### config.mk
export PLATFORM = sky130hd
export DESIGN_NAME = sprite_blitter_flat
export DESIGN_NICKNAME = d
export VERILOG_FILES = /design/src/rtl/blit_pkg.sv /design/src/rtl/sprite_blitter_if.sv /design/src/rtl/blit_addr_gen.sv /design/src/rtl/sprite_blitter.sv /design/src/flat_wrapper.sv
export SDC_FILE = /design/constraint.sdc
export NUM_CORES = 1
export LEC_CHECK = 0
export ABC_CLOCK_PERIOD_IN_PS = 6000
export CORE_UTILIZATION = 52
export CTS_BUF_LIST = sky130_fd_sc_hd__clkbuf_4 sky130_fd_sc_hd__clkbuf_8 sky130_fd_sc_hd__clkbuf_16
export DETAILED_ROUTE_END_ITERATION = 7
export PLACE_DENSITY = 0.78
export SLEW_MARGIN = 10
export SYNTH_ARGS = -nofsm -noshare
export SYNTH_HDL_FRONTEND = slang
export SYNTH_HIERARCHICAL = 1
export SYNTH_SLANG_ARGS = --single-unit
export TNS_END_PERCENT = 50
### constraint.sdc
create_clock -name vga_clk -period 6 [get_ports vga_clk]
set_input_delay 0.9 -clock vga_clk [delete_from_list [all_inputs] [get_ports vga_clk]]
set_output_delay 0.9 -clock vga_clk [all_outputs]
set_load 0.03 [all_outputs]
### src/rtl/blit_pkg.sv
//==============================================================================
// Module : blit_pkg
// Brief  : Shared types and default geometry for the sprite blitter.
// Rev    : 1.0 - initial release
//==============================================================================
`default_nettype none

package blit_pkg;

    localparam int unsigned c_FB_W       = 320;
    localparam int unsigned c_FB_H       = 240;
    localparam int unsigned c_FB_AW      = 17;
    localparam int unsigned c_TRANSP_IDX = 0;

    typedef enum logic [1:0] {
        IDLE  = 2'd0,
        RUN   = 2'd1,
        DRAIN = 2'd2,
        DONE  = 2'd3
    } blit_state_t;

    typedef struct packed {
        logic               valid;
        logic               visible;
        logic [c_FB_AW-1:0] fb_addr;
    } blit_s1_t;

endpackage

`default_nettype wire

### src/rtl/sprite_blitter_if.sv
//==============================================================================
// Module : sprite_blitter_if
// Brief  : Command, sprite ROM and frame-buffer write signals of the blitter.
// Rev    : 1.0 - initial release
//==============================================================================
`default_nettype none

interface sprite_blitter_if #(
    parameter int SPR_AW = 12,
    parameter int FB_AW  = 17,
    parameter int IDX_W  = 4
);
    logic              start;
    logic [SPR_AW-1:0] spr_base;
    logic [5:0]        spr_w;
    logic [6:0]        spr_h;
    logic [9:0]        dst_x;
    logic [9:0]        dst_y;
    logic              flip_h;
    logic              busy;
    logic              done;
    logic [SPR_AW-1:0] rom_addr;
    logic [IDX_W-1:0]  rom_q;
    logic              fb_we;
    logic [FB_AW-1:0]  fb_addr;
    logic [IDX_W-1:0]  fb_wdata;
    logic              fb_ready;

    // Game logic, sprite ROM and frame-buffer arbiter side
    modport master (
        output start, spr_base, spr_w, spr_h, dst_x, dst_y, flip_h, rom_q, fb_ready,
        input  busy, done, rom_addr, fb_we, fb_addr, fb_wdata
    );

    modport slave (
        input  start, spr_base, spr_w, spr_h, dst_x, dst_y, flip_h, rom_q, fb_ready,
        output busy, done, rom_addr, fb_we, fb_addr, fb_wdata
    );

endinterface

`default_nettype wire

### src/rtl/blit_addr_gen.sv
//==============================================================================
// Module : blit_addr_gen
// Brief  : Sprite pixel walker: counters, mirroring, ROM/FB addresses, clipping.
// Rev    : 1.0 - initial release
//==============================================================================
`default_nettype none

module blit_addr_gen #(
    parameter int FB_W   = 320,
    parameter int FB_H   = 240,
    parameter int FB_AW  = 17,
    parameter int SPR_AW = 12
) (
    input  wire logic              vga_clk,
    input  wire logic              reset_n,
    input  wire logic              i_load,
    input  wire logic              i_advance,
    input  wire logic [SPR_AW-1:0] i_spr_base,
    input  wire logic [5:0]        i_spr_w,
    input  wire logic [6:0]        i_spr_h,
    input  wire logic [9:0]        i_dst_x,
    input  wire logic [9:0]        i_dst_y,
    input  wire logic              i_flip_h,
    output logic      [SPR_AW-1:0] o_rom_addr,
    output logic      [FB_AW-1:0]  o_fb_addr,
    output logic                   o_clip,
    output logic                   o_last_pixel
);

    logic [SPR_AW-1:0] r_base;
    logic [5:0]        r_w;
    logic [6:0]        r_h;
    logic [9:0]        r_x;
    logic [9:0]        r_y;
    logic              r_flip;
    logic [5:0]        r_sx;
    logic [6:0]        r_sy;

    logic [5:0]        w_col;
    logic [10:0]       w_px;
    logic [10:0]       w_py;

    always_ff @(posedge vga_clk or negedge reset_n) begin
        if (!reset_n) begin
            r_base <= '0;
            r_w    <= '0;
            r_h    <= '0;
            r_x    <= '0;
            r_y    <= '0;
            r_flip <= 1'b0;
            r_sx   <= '0;
            r_sy   <= '0;
        end else if (i_load) begin
            r_base <= i_spr_base;
            r_w    <= i_spr_w;
            r_h    <= i_spr_h;
            r_x    <= i_dst_x;
            r_y    <= i_dst_y;
            r_flip <= i_flip_h;
            r_sx   <= '0;
            r_sy   <= '0;
        end else if (i_advance) begin
            if (r_sx == r_w - 6'd1) begin
                r_sx <= '0;
                r_sy <= r_sy + 7'd1;
            end else begin
                r_sx <= r_sx + 6'd1;
            end
        end
    end

    assign w_col = r_flip ? (r_w - 6'd1 - r_sx) : r_sx;

    // Modular arithmetic: the low SPR_AW bits match a wider sum truncated, so ROM wrap is preserved
    assign o_rom_addr = r_base + SPR_AW'(r_sy) * SPR_AW'(r_w) + SPR_AW'(w_col);

    assign w_px = 11'(r_x) + 11'(r_sx);
    assign w_py = 11'(r_y) + 11'(r_sy);

    assign o_fb_addr    = FB_AW'(w_py) * FB_AW'(FB_W) + FB_AW'(w_px);
    assign o_clip       = !((w_px < 11'(FB_W)) && (w_py < 11'(FB_H)));
    assign o_last_pixel = (r_sx == r_w - 6'd1) && (r_sy == r_h - 7'd1);

endmodule

`default_nettype wire

### src/rtl/sprite_blitter.sv
//==============================================================================
// Module : sprite_blitter
// Brief  : Copies a sprite from ROM into the frame buffer with clip/flip/skip.
// Rev    : 1.0 - initial release
//==============================================================================
`default_nettype none

module sprite_blitter
    import blit_pkg::*;
#(
    parameter int FB_W       = c_FB_W,
    parameter int FB_H       = c_FB_H,
    parameter int FB_AW      = c_FB_AW,
    parameter int SPR_AW     = 12,
    parameter int IDX_W      = 4,
    parameter int TRANSP_IDX = c_TRANSP_IDX
) (
    input  wire logic        vga_clk,
    input  wire logic        reset_n,
    sprite_blitter_if.slave  bus
);

    blit_state_t       r_state;
    blit_state_t       w_state_nxt;
    blit_s1_t          r_s1;
    logic [SPR_AW-1:0] r_s1_rom_addr;

    logic              w_load;
    logic              w_zero_size;
    logic              w_fb_we;
    logic              w_stall;
    logic              w_issue;
    logic [SPR_AW-1:0] w_gen_rom_addr;
    logic [FB_AW-1:0]  w_gen_fb_addr;
    logic              w_gen_clip;
    logic              w_gen_last;

    assign w_load      = (r_state == IDLE) && bus.start;
    assign w_zero_size = (bus.spr_w == 6'd0) || (bus.spr_h == 7'd0);
    assign w_fb_we     = r_s1.valid && r_s1.visible && (bus.rom_q != IDX_W'(TRANSP_IDX));
    assign w_stall     = w_fb_we && !bus.fb_ready;
    assign w_issue     = (r_state == RUN) && !w_stall;

    blit_addr_gen #(
        .FB_W   (FB_W),
        .FB_H   (FB_H),
        .FB_AW  (FB_AW),
        .SPR_AW (SPR_AW)
    ) u_addr_gen (
        .vga_clk      (vga_clk),
        .reset_n      (reset_n),
        .i_load       (w_load),
        .i_advance    (w_issue),
        .i_spr_base   (bus.spr_base),
        .i_spr_w      (bus.spr_w),
        .i_spr_h      (bus.spr_h),
        .i_dst_x      (bus.dst_x),
        .i_dst_y      (bus.dst_y),
        .i_flip_h     (bus.flip_h),
        .o_rom_addr   (w_gen_rom_addr),
        .o_fb_addr    (w_gen_fb_addr),
        .o_clip       (w_gen_clip),
        .o_last_pixel (w_gen_last)
    );

    always_ff @(posedge vga_clk or negedge reset_n) begin
        if (!reset_n) begin
            r_state <= IDLE;
        end else begin
            r_state <= w_state_nxt;
        end
    end

    always_comb begin
        w_state_nxt = r_state;
        case (r_state)
            IDLE:    if (bus.start) w_state_nxt = w_zero_size ? DONE : RUN;
            RUN:     if (w_issue && w_gen_last) w_state_nxt = DRAIN;
            DRAIN:   if (!r_s1.valid) w_state_nxt = DONE;
            DONE:    w_state_nxt = IDLE;
            default: w_state_nxt = IDLE;
        endcase
    end

    // Stage 1 lines up with the ROM data: it is captured on the same edge the ROM samples rom_addr
    always_ff @(posedge vga_clk or negedge reset_n) begin
        if (!reset_n) begin
            r_s1          <= '0;
            r_s1_rom_addr <= '0;
        end else if (!w_stall) begin
            r_s1.valid    <= w_issue;
            r_s1.visible  <= !w_gen_clip;
            r_s1.fb_addr  <= c_FB_AW'(w_gen_fb_addr);
            r_s1_rom_addr <= w_gen_rom_addr;
        end
    end

    // While stalled, re-present the stalled pixel's address so rom_q keeps its data
    assign bus.rom_addr = w_stall ? r_s1_rom_addr : w_gen_rom_addr;
    assign bus.fb_we    = w_fb_we;
    assign bus.fb_addr  = r_s1.fb_addr[FB_AW-1:0];
    assign bus.fb_wdata = w_fb_we ? bus.rom_q : '0;
    assign bus.busy     = (r_state != IDLE);
    assign bus.done     = (r_state == DONE);

endmodule

`default_nettype wire
### src/flat_wrapper.sv
// flat-port wrapper written by rule: the top's interface ports become plain ports
module sprite_blitter_flat import blit_pkg::*;
#(
    parameter int FB_W       = c_FB_W,
    parameter int FB_H       = c_FB_H,
    parameter int FB_AW      = c_FB_AW,
    parameter int SPR_AW     = 12,
    parameter int IDX_W      = 4,
    parameter int TRANSP_IDX = c_TRANSP_IDX
)
  (vga_clk, reset_n, bus_start, bus_spr_base, bus_spr_w, bus_spr_h, bus_dst_x, bus_dst_y, bus_flip_h, bus_rom_q, bus_fb_ready, bus_busy, bus_done, bus_rom_addr, bus_fb_we, bus_fb_addr, bus_fb_wdata);
  sprite_blitter_if #(.SPR_AW(SPR_AW), .FB_AW(FB_AW), .IDX_W(IDX_W)) bus_i ();
  input  wire logic vga_clk;
  input  wire logic reset_n;
  input wire logic [$bits(bus_i.start)-1:0] bus_start;
  input wire logic [$bits(bus_i.spr_base)-1:0] bus_spr_base;
  input wire logic [$bits(bus_i.spr_w)-1:0] bus_spr_w;
  input wire logic [$bits(bus_i.spr_h)-1:0] bus_spr_h;
  input wire logic [$bits(bus_i.dst_x)-1:0] bus_dst_x;
  input wire logic [$bits(bus_i.dst_y)-1:0] bus_dst_y;
  input wire logic [$bits(bus_i.flip_h)-1:0] bus_flip_h;
  input wire logic [$bits(bus_i.rom_q)-1:0] bus_rom_q;
  input wire logic [$bits(bus_i.fb_ready)-1:0] bus_fb_ready;
  output wire logic [$bits(bus_i.busy)-1:0] bus_busy;
  output wire logic [$bits(bus_i.done)-1:0] bus_done;
  output wire logic [$bits(bus_i.rom_addr)-1:0] bus_rom_addr;
  output wire logic [$bits(bus_i.fb_we)-1:0] bus_fb_we;
  output wire logic [$bits(bus_i.fb_addr)-1:0] bus_fb_addr;
  output wire logic [$bits(bus_i.fb_wdata)-1:0] bus_fb_wdata;
  assign bus_i.start = bus_start;
  assign bus_i.spr_base = bus_spr_base;
  assign bus_i.spr_w = bus_spr_w;
  assign bus_i.spr_h = bus_spr_h;
  assign bus_i.dst_x = bus_dst_x;
  assign bus_i.dst_y = bus_dst_y;
  assign bus_i.flip_h = bus_flip_h;
  assign bus_i.rom_q = bus_rom_q;
  assign bus_i.fb_ready = bus_fb_ready;
  assign bus_busy = bus_i.busy;
  assign bus_done = bus_i.done;
  assign bus_rom_addr = bus_i.rom_addr;
  assign bus_fb_we = bus_i.fb_we;
  assign bus_fb_addr = bus_i.fb_addr;
  assign bus_fb_wdata = bus_i.fb_wdata;
  sprite_blitter #(.FB_W(FB_W), .FB_H(FB_H), .FB_AW(FB_AW), .SPR_AW(SPR_AW), .IDX_W(IDX_W), .TRANSP_IDX(TRANSP_IDX)) u_core (.vga_clk(vga_clk), .reset_n(reset_n), .bus(bus_i));
endmodule
# --- Word level (Yosys, flattened, before mapping) ---
# Index checks and enable logic that the tools add are counted.
op_classes:
  n_addsub: 10
  multipliers: 2
  order_cmp: 2
  n_eq_ne: 8
  n_mux: 14
  n_reduce_logical: 20
ops:
  columns: ["cell", "n"]
  rows:
  - ["2-to-1 mux 6 bit", 4]
  - ["2-to-1 mux 7 bit", 3]
  - ["adder 17 x 11 -> 17 bit", 1]
  - ["adder 12 bit", 1]
  - ["adder 12 x 6 -> 12 bit", 1]
  - ["multiplier 7 x 6 -> 12 bit", 1]
  - ["2-to-1 mux 12 bit", 1]
  - ["adder 10 x 6 -> 11 bit", 1]
  - ["adder 10 x 7 -> 11 bit", 1]
  - ["< comparator 11 x 8 -> 1 bit, second input constant", 1]
  - ["< comparator 11 x 9 -> 1 bit, second input constant", 1]
  - ["multiplier 11 x 3 -> 11 bit, second input constant", 1]
  - ["logical AND 1 bit", 8]
  - ["2-to-1 mux 2 bit", 4]
  - ["one-hot mux 2 bit (4 select lines)", 1]
  - ["adder 7 x 1 -> 7 bit, second input constant", 1]
  - ["equality test 7 bit", 1]
  - ["logical NOT 7 bit", 1]
  - ["subtractor 7 x 1 -> 7 bit, second input constant", 1]
  - ["adder 6 x 1 -> 6 bit, second input constant", 1]
  - ["equality test 6 bit", 1]
  - ["logical NOT 6 bit", 1]
  - ["inequality test 2 bit, second input constant", 3]
  - ["nonzero test 2 bit", 3]
  - ["other kinds (11)", 13]
word_totals:
  ff_bits: 92
  output_inout_bits: 36

# --- Longest topological paths before layout ---
# Gate-level depths: netlist of the first run.
depth:
  word_depth: 8
  depth_mapped: 24

# --- Hierarchy ---
# The synthesis of the first run kept the hierarchy.
modules_own_cells:
  columns: ["module", "instances", "cells_per_inst", "area_each_um2", "seq_area_each_um2"]
  rows:
  - ["blit_addr_gen", 1, 613, 5885.6, 1476.4]
  - ["sprite_blitter", 1, 115, 1579.0, 825.8]

# --- Worst setup path after synthesis of the first run ---
# No wires, ideal clock.
synth_timing:
  path_type: "register to output"
  from: "reg u_core.u_addr_gen.r_w[0]"
  to: "out bus_rom_addr[11]"
  arrival_time_ns: 5.282
  path_slack_ns: -0.182
  path_stages_with_launch: 25
  path_buffers: 0
  path_cell_list: "dfrtp_1 > inv_1 > ha_1 > inv_1 > ha_1 > nor2b_1 > o21ai_0 > nand2b_1 > a21o_1 > a21oi_1 > mux2i_1 > xor2_1 > fa_1 > fa_1 > inv_1 > fa_1 > inv_1 > ha_1 > nand2_1 > o21ai_1 > o41a_1 > a21o_1 > a21oi_1 > xnor2_1 > mux2_2"
synth_between:
  elab_chain_len: 5
  elab_cells_between_ends: 7
  classes_between: "add/sub: 4; mul: 1; mux: 2"
synth_rtl:
  columns: ["element", "line_no", "source"]
  rows:
  - ["start: declaration", "blit_addr_gen.sv:31", "logic [5:0] r_w;"]
  - ["start signal: assignment", "blit_addr_gen.sv:55", "r_w <= i_spr_w;"]
  - ["parallel branches: the longest is 3 deep, another holds multiplier 7 x 6 -> 12 bit", null, null]
  - ["adder 12 x 6 -> 12 bit *", "blit_addr_gen.sv:75", "assign o_rom_addr = r_base + SPR_AW'(r_sy) * SPR_AW'(r_w) + SPR_AW'(w_col);"]
  - ["named net u_core.w_gen_rom_addr[11]", "sprite_blitter.sv:33", "logic [SPR_AW-1:0] w_gen_rom_addr;"]
  - ["2-to-1 mux 12 bit *", "sprite_blitter.sv:99", "assign bus.rom_addr = w_stall ? r_s1_rom_addr : w_gen_rom_addr;"]
  - ["end: declaration", "flat_wrapper.sv:26", "output wire logic [$bits(bus_i.rom_addr)-1:0] bus_rom_addr;"]
# Mark *: on every way through the listed nets, which the timed path passes.

# --- Worst setup path after layout of the first run ---
layout_timing:
  from: "reg u_core.u_addr_gen.r_w[1]"
  to: "out bus_rom_addr[11]"
# The elaborated chain is that of the path after synthesis.

==> parameters.txt, run 1 <==
Parameter                              Value

Synthesis
  Mapped cell area    around 7500 µm²
  Number of warning messages in the yosys log    6
  Seq/Total Area, Yosys    30.8%
  Share of the synthesized area in the top cell type    30.8%
  Synthesized netlist cell count    728
  Post-synthesis area per instance    between 10 and 15 µm²
  Number of enable flip-flop cells after synthesis    0
  Cell taking the most area after synthesis    dfrtp_1
  Net count after synthesis    about 900
  Most used standard cell by instance count after synthesis    dfrtp_1
  Most instantiated flip-flop cell in the synthesis netlist    dfrtp_1
  Yosys reg bits    92
  Post-synth cell types    just under 60
  Cell types with the largest area share after synthesis    dfrtp_1 (31%), ha_1 (12%), fa_1 (11%)
  Fraction of synthesis flops using an asynchronous set or reset pin    100%
  Commonest cells in the netlist    dfrtp_1 (92), inv_1 (78), ha_1 (74), mux2_2 (68), nand2_1 (54)

Worst setup path
  WP data arrival    approximately 5.6 ns
  Kind of start point of the critical path    flop
  Number of buffer and inverter stages on the critical path    4
  Maximum net fanout on the critical path    3
  Critical Path Most Common Cell    fa_1
  Source of the worst register-to-register timing path    u_core/u_addr_gen/r_w[1]
  CP endpoint kind    primary output
  Worst Setup Path Type    flop to primary output
  Delay of the slowest cell on the worst path    approximately 0.56 ns
  Sequence of cells on the critical path    or3_4, xnor2_2, ha_1, buf_4, a21oi_1, xnor2_1, nand2_1, o21ai_2, fa_1, inv_1, fa_1, fa_1, inv_1, ha_1, a21oi_2, o21ai_2, o41a_1, a21o_1, a21oi_2, xnor2_1, mux2_4, buf_12
  Number of logic stages on the critical path including buffering    22
  Endpoint of the worst setup timing path    bus_rom_addr[11]
  Reg-to-reg critical path endpoint    u_core/r_s1_rom_addr[11]
  R2R setup slack    between 0.8 and 0.9 ns
  Data required time at the worst endpoint    5.10 ns
  Number of cells on the worst reg-to-reg path    21
  Launch point of the critical path    u_core/u_addr_gen/r_w[1]
  Top cell family by delay on the critical path    adder cells
  Library cell contributing the largest single delay on the critical path    fa_1

GRT
  Wire length of the first global-routing pass    between 20000 and 30000 µm
  Largest net degree at the start of global routing    60
  Overall Global Routing Usage    roughly a quarter
  Aggregate global routing overflow    0
  Via count of the first global-routing pass    between 5000 and 6000
  Initial antenna violation count    0

Final layout
  Number of diodes    0
  Non-filler cells, final    between 1000 and 1500
  Final-stage net count    ~1000
  Design area    9070 µm²
  Area growth syn-to-layout    21.5%
  Layout cell share with drive strength beyond 1    about 21%

STA
  Clock period minus worst slack    around 6.5 ns
  Worst slew pin tran    a little under 0.9 ns
  Worst Slack Setup Final    -0.464 ns
  Tightest slew margin relative to the limit    around two fifths
  Max Transition Viols Final    0
  Setup skew after layout    between 0.006 and 0.007 ns
  Final number of hold-violating endpoints    0
  Final Cycle Share    108%
  Final Hold Slack    around 0.5 ns
  Endpoints failing setup    6
  Setup TNS after final layout    -1.90 ns
  Max Clk Rate    around 150 MHz
  Setup repair after global routing missed its margin    true

Die
  Placeable core region    approximately 14000 µm²
  Die width    approximately 120 µm
  Overall die area    14800 µm²
  Chip height    roughly 120 µm
  Number of placement rows    43
  Starting utilization of the core area    a little over half
  I/O pin count    90

Routing
  Post-detailed-route wirelength per cell    15.8 µm
  WL met2    8100 µm
  Met3 wire len    ~600 µm
  Average via count per standard cell    5.37
  Top routing layer in use    met4
  Routed via count    approximately 5400
  Total routed wirelength    approximately 16000 µm
  Total DRC errors in the routed layout    0
  Post-Route M1 WL    6850 µm
  Initial DRC Count    270
  Post-DRT Antenna Nets    0
  Detailed-router iteration count before antenna repair    4

CTS
  CTS Root Buffer Type    clkbuf_16
  Deepest level of the CTS H-tree    3
  Clock Latency Late Sink    around 0.35 ns
  Sink Count    92
  Clock buffer count from CTS    9
  Buffer depth of the longest clock path    2
  CTS tree    done
  Clock-pin slew of the registers on the worst-case setup and hold paths    roughly 0.060 ns

Outcome
  Violations in the final reports    setup timing
  Outcome    finished with violations

Placement
  # placed instances    around 1000
  HPWL after detailed placement    about 12000 µm
  Number of input and output port buffers inserted    between 80 and 90
  Cell area reported after detailed placement    around 8600 µm²
  Global placer's final weighted congestion    0.884

Worst hold path
  Hold Path Class    input port to async pin

Run
  Max Cap Violations    0
-- kinds of logic (layout without fill, tap and decap cells) --
group	after synthesis	after routing	synth area share, %
simple gates	169	169	11.8
mux	71	71	10.7
compound gates	93	93	7.81
flops	92	92	30.8
fa+ha+maj	114	114	23.1
buf+inv	120	222	7.24
xor+xnor	69	69	8.48
-- worst register-to-register path, cell delays in order, from the launching register on --
cell	delay [ns]
dfrtp_1	0.41
or3_4	0.40
xnor2_2	0.15
ha_1	0.30
buf_4	0.15
a21oi_1	0.15
xnor2_1	0.14
nand2_1	0.08
o21ai_2	0.08
fa_1	0.42
inv_1	0.07
fa_1	0.44
fa_1	0.56
inv_1	0.04
ha_1	0.32
a21oi_2	0.22
o21ai_2	0.09
o41a_1	0.34
a21o_1	0.20
a21oi_2	0.13
xnor2_1	0.07
mux2_4	0.29
-- sequential cells by signal, summed over array words and instances, names as in the netlist --
signal and count:
u_core/u_addr_gen/r_h 7, u_core/r_s1 2, u_core/u_addr_gen/r_sy 7, u_core/u_addr_gen/r_x 10, u_core/u_addr_gen/r_w 6, u_core/r_state 2, u_core/u_addr_gen/r_sx 6, u_core/bus.fb_addr 17
u_core/u_addr_gen/r_base 12, u_core/u_addr_gen/r_y 10, u_core/r_s1_rom_addr 12, u_core/u_addr_gen/r_flip 1
-- cell type report --
| cell class | instances | area, µm² |
|---|---|---|
| Clock buffer | 10 | 233 |
| Clock inverter | 6 | 65.1 |
| Fill cell | 1075 | 4870 |
| Inverter | 78 | 293 |
| Multi-Input combinational cell | 516 | 4750 |
| Sequential cell | 92 | 2300 |
| Tap cell | 180 | 225 |
| Timing Repair Buffer | 128 | 1200 |
-- timing repair --
item / 4_1_cts / 5_1_grt
pin swaps: 18 / 3
resized for setup: 30 / 13
buffers inserted: 5 / 2
hold buffers: 0 / 0
hold endpoints to repair: 0 / 0
endpoints found under the setup margin: 8 / 9
-- placed cells by master, fill, tap and decap left out, types with 4 or more instances in the layout --
cell type / n
mux2_4: 7
a21oi_2: 5
o21ai_1: 4
nand2b_1: 10
buf_4: 38
xnor2_1: 43
fa_1: 39
nand4_1: 5
a21o_1: 11
nor2b_1: 6
mux2_2: 62
clkdlybuf4s50_1: 79
inv_1: 73
nand3_1: 6
nand2_1: 53
clkbuf_16: 9
dfrtp_1: 92
nor3_1: 13
inv_2: 5
and2_2: 6
and2_1: 14
nor2_1: 31
xor2_1: 22
o21ai_2: 5
ha_1: 70
and3_1: 6
buf_6: 7
a21oi_1: 26
o21ai_0: 19
clkinvlp_4: 4
-- worst min path at each step --
stage	startpoint	endpoint	slack (ns)	cells past startpoint
after detailed placement	u_core/r_s1_rom_addr[9]	u_core/r_s1_rom_addr[9]	0.48	1
final	reset_n	u_core/bus.fb_addr[16]	0.49	1
after global placement	u_core/r_s1_rom_addr[4]	u_core/r_s1_rom_addr[4]	0.48	1
after global routing	u_core/bus.fb_addr[15]	u_core/bus.fb_addr[15]	0.51	1
after floorplan	u_core/bus.fb_addr[0]	u_core/bus.fb_addr[0]	0.48	1
after CTS	reset_n	u_core/bus.fb_addr[16]	0.50	1
-- metal layers --
| layer | up-vias | global-route usage (%) |
|---|---|---|
| li1 | 2611 | - |
| met1 | 2661 | 29.3 |
| met2 | 121 | 41.9 |
| met3 | 27 | 3.14 |
| met4 | 0 | 9.49 |
| met5 | - | 0 |
-- stage by stage --
stage | utilization [%] | setup slack [ns]
finish | 65.1 | -0.464
global route | 65.1 | -0.716
CTS | 64.9 | -0.474
detailed placement | 62.0 | -0.323
global placement | 62.0 | -0.150
floorplan | - | 0.0406
Power of run 1 is not shown: default switching activity piles up to over one toggle a cycle in this logic, so the estimate is an artifact.
==> inputs of run 2 (changes only) <==
--- a/config.mk
+++ b/config.mk
@@ -5,9 +5,9 @@
 export SDC_FILE = /design/constraint.sdc
 export NUM_CORES = 1
 export LEC_CHECK = 0
+export ABC_AREA = 1
 export ABC_CLOCK_PERIOD_IN_PS = 6000
 export CORE_UTILIZATION = 52
-export CTS_BUF_LIST = sky130_fd_sc_hd__clkbuf_4 sky130_fd_sc_hd__clkbuf_8 sky130_fd_sc_hd__clkbuf_16
 export DETAILED_ROUTE_END_ITERATION = 7
 export PLACE_DENSITY = 0.78
 export SLEW_MARGIN = 10
==> run 2 against run 1 <==
- the run ends with DRC, setup timing left
- synthesized cell count up 44%
- fmax up 3.7%
- wire length up 14%
- first-iteration DRC count up 120%
- die area up 6.4%
- cell count up 31%
- sequential share of layout area down 0.90 points
- count of clock-buffer cells in the layout up 2
- worst hold slack worse by 0.084 ns
- global-route usage up 0.11 points
- critical path type unchanged
==> parameters.txt, run 2 <==
Parameter                              Value

Final layout
  Area used by sequential logic in the layout    2300 µm² (about the same)
  Final-stage net count    1300 (+31%)
  Filler Cells Inserted    1259 (+17%)
  Most frequent cells in the layout    nand2_1 (364), inv_1 (152), dfrtp_1 (91), clkdlybuf4s50_1 (79), ha_1 (70)
  Non-filler cells, final    1321 (+31%)
  Largest register by flop count    u_core/bus.fb_addr
  Design area    9410 µm² (+3.8%)
  Area growth syn-to-layout    18.3%
  Number of flip-flops in the largest register    17 (unchanged)
  Area used by multi-input combinational logic    4860 µm² (+2.4%)
  Leading cell type in the layout, fill and taps excluded    nand2_1
  Layout cell share with drive strength beyond 1    9.67% (-11 points)
  Top Registers    u_core/bus.fb_addr: 17 flops, u_core/r_s1_rom_addr: 12 flops, u_core/u_addr_gen/r_base: 12 flops
  Number of diodes    0 (unchanged)

Die
  I/O pin count    90 (unchanged)
  Chip height    126 µm (+3.2%)
  Overall die area    15800 µm² (+6.4%)
  Starting utilization of the core area    54.1% (+0.53 points)
  Placeable core region    14700 µm² (+5.5%)
  Number of placement rows    44 (+2.3%)
  Die width    126 µm (+3.2%)

Synthesis
  Mux contribution to synthesized area    0% (-11 points)
  Area fraction in and, or, nand and nor cells after synthesis    26.1% (+14 points)
  Most used standard cell by instance count after synthesis    nand2_1
  Adder and majority cell fraction of the synthesized area    21.7% (-1.4 points)
  Cell types with the largest area share after synthesis    dfrtp_1 (29%), nand2_1 (18%), ha_1 (12%)
  Synthesized netlist cell count    1049 (+44%)
  Seq/Total Area, Yosys    29.0% (-1.9 points)
  Commonest cells in the netlist    nand2_1 (372), inv_1 (156), dfrtp_1 (92), ha_1 (74), nor2_1 (47)
  Most instantiated flip-flop cell in the synthesis netlist    dfrtp_1
  Yosys reg bits    92 (unchanged)
  Fraction of synthesis flops using an asynchronous set or reset pin    100% (unchanged)
  Area share of xor/xnor cells in the synthesized design    6.14% (-2.3 points)
  Post-synth cell types    43 (-27%)
  Cell taking the most area after synthesis    dfrtp_1
  Number of enable flip-flop cells after synthesis    0 (unchanged)
  Post-synthesis area per instance    7.58 µm² (-26%)
  Combinational family with the most area after synthesis    simple AND/OR/NAND/NOR gates
  Share of the synthesized area in the top cell type    29.0% (-1.9 points)
  Net count after synthesis    1217 (+36%)
  Mapped cell area    7950 µm² (+6.5%)
  Number of warning messages in the yosys log    6 (unchanged)
  Compound-cell area share of the yosys netlist    5.66% (-2.1 points)

Worst setup path
  Source of the worst register-to-register timing path    u_core/u_addr_gen/r_w[1]
  Kind of start point of the critical path    flop
  R2R setup slack    1.07 ns (+0.26 ns)
  Maximum net fanout on the critical path    3 (unchanged)
  Data required time at the worst endpoint    5.10 ns (about the same)
  Reg-to-reg critical path endpoint    u_core/r_s1_rom_addr[11]
  Launch point of the critical path    u_core/u_addr_gen/r_w[1]
  CP endpoint kind    primary output
  Endpoint of the worst setup timing path    bus_rom_addr[11]
  Worst Setup Path Type    flop to primary output
  Number of cells on the worst reg-to-reg path    25 (+19%)
  WP data arrival    5.33 ns (-0.23 ns)

CTS
  Deepest level of the CTS H-tree    3 (unchanged)
  Sink Count    92 (unchanged)
  CTS tree    done
  Buffer depth of the longest clock path    2 (unchanged)
  Clock Latency Late Sink    0.35 ns (about the same)
  Clock-pin slew of the registers on the worst-case setup and hold paths    0.07 ns (about the same)
  Clock buffer count from CTS    9 (unchanged)
  CTS Root Buffer Type    clkbuf_16

STA
  Max Transition Viols Final    0 (unchanged)
  Final Cycle Share    104% (-3.9 points)
  Final number of hold-violating endpoints    0 (unchanged)
  Worst slew pin tran    0.977 ns (+0.0912 ns)
  Clock period minus worst slack    6.23 ns (-0.232 ns)
  Setup skew after layout    0.00701 ns (+0.000988 ns)
  Max Clk Rate    160 MHz (+3.7%)
  Worst Slack Setup Final    -0.231 ns (+0.232 ns)
  Setup repair after global routing missed its margin    true
  Endpoints failing setup    6 (unchanged)
  Tightest slew margin relative to the limit    34.8% (-5.9 points)

Outcome
  Violations in the final reports    DRC, setup timing
  Outcome    finished with violations

Routing
  Post-detailed-route wirelength per cell    13.7 µm (-13%)
  Total DRC errors in the routed layout    8 (+8)
  Detailed-router iteration count before antenna repair    7 (+3)
  Routed via count    6710 (+24%)
  Total routed wirelength    18100 µm (+14%)
  Post-DRT Antenna Nets    0 (unchanged)
  Average via count per standard cell    5.08 (-5.3%)
  Initial DRC Count    590 (+120%)

Placement
  Cell area reported after detailed placement    8860 µm² (+2.5%)
  Global placer's final weighted congestion    0.894 (+1.1%)
  HPWL after detailed placement    13200 µm (+6.8%)
  # placed instances    1289 (+30%)
  Number of input and output port buffers inserted    89 (unchanged)

GRT
  Via count of the first global-routing pass    6308 (+8.7%)
  Initial antenna violation count    0 (unchanged)
  Largest net degree at the start of global routing    77 (+28%)
  Wire length of the first global-routing pass    30000 µm (+10%)
  Aggregate global routing overflow    0 (unchanged)
  Overall Global Routing Usage    23.9% (+0.11 points)

Run
  Max Cap Violations    0 (unchanged)

Worst hold path
  Hold Path Class    input port to async pin
## run 2: cell types whose count changed after synthesis, moves of 16 or more
cell,change
nand3_1,+34
mux2_2,-68
inv_1,+78
nor2_1,+16
nand2_1,+318
xnor2_1,-29
## run 2: cell families after synthesis
group / after synthesis
and+or+nand+nor: 500
buffers and inverters: 207
AOI/OAI and AO/OA: 82
xor gates and xnor gates: 54
adders and majority gates: 114
DFF: 92
## run 2: per-layer routing
layer / up-vias / global-route usage (%) / routed length (µm)
met5: - / 0 / 0
met4: 0 / 8.97 / 443
met3: 38 / 2.72 / 910
met2: 210 / 37.9 / 8380
met1: 3089 / 33.7 / 8400
li1: 3373 / - / -
## run 2: worst min path at each step
| stage | start | cells after the start | end | slack [ns] |
|---|---|---|---|---|
| after floorplan | u_core/bus.fb_addr[0] | 2 | u_core/bus.fb_addr[0] | 0.44 |
| after global placement | u_core/bus.fb_addr[12] | 2 | u_core/bus.fb_addr[12] | 0.45 |
| after detailed placement | u_core/bus.fb_addr[7] | 2 | u_core/bus.fb_addr[7] | 0.46 |
| after CTS | reset_n | 1 | u_core/u_addr_gen/r_y[9] | 0.41 |
| after global routing | reset_n | 1 | u_core/u_addr_gen/r_y[2] | 0.42 |
| final | reset_n | 1 | u_core/u_addr_gen/r_y[9] | 0.40 |
## run 2: repair_timing
item	CTS	global route
setup endpoints to repair	7	9
buffers inserted	7	9
gates resized for setup	28	20
hold buffers	0	0
pin swaps	20	21
## run 2: cell type report
class,instances,area share (%)
Multi-Input combinational cell,750,51.6
Sequential cell,92,24.5
Timing Repair Buffer,119,12.0
Inverter,160,6.50
Clock buffer,12,2.62
Tap cell,184,2.45
Clock inverter,4,0.266
## run 2: critical path, stage by stage (launching register included)
cell	delay (ns)
dfrtp_1	0.40
clkinv_4	0.07
ha_4	0.16
xor2_1	0.14
ha_1	0.33
buf_6	0.15
nand2_4	0.07
nor2_2	0.05
a211oi_2	0.22
xor2_1	0.16
o21ai_1	0.11
fa_1	0.51
inv_2	0.04
fa_1	0.47
fa_1	0.53
inv_2	0.06
ha_4	0.23
a21oi_2	0.18
o21ai_1	0.09
nor2_1	0.20
o21ai_1	0.14
nand2_1	0.09
nand2_1	0.07
xor2_1	0.18
nand2_1	0.09
nand2_2	0.10
buf_6	0.13
## run 2: per-stage QoR
stage	setup TNS, ns	setup slack, ns	hold WS [ns]	util [%]
finish	-0.936	-0.231	0.403	64.0
detailed placement	-0.280	-0.161	0.458	60.3
global route	-2.49	-0.458	0.422	64.0
global placement	0	0.0746	0.453	60.3
floorplan	0	0.258	0.443	-
CTS	-0.434	-0.202	0.406	63.2
Power of run 2 is left out for the same reason.
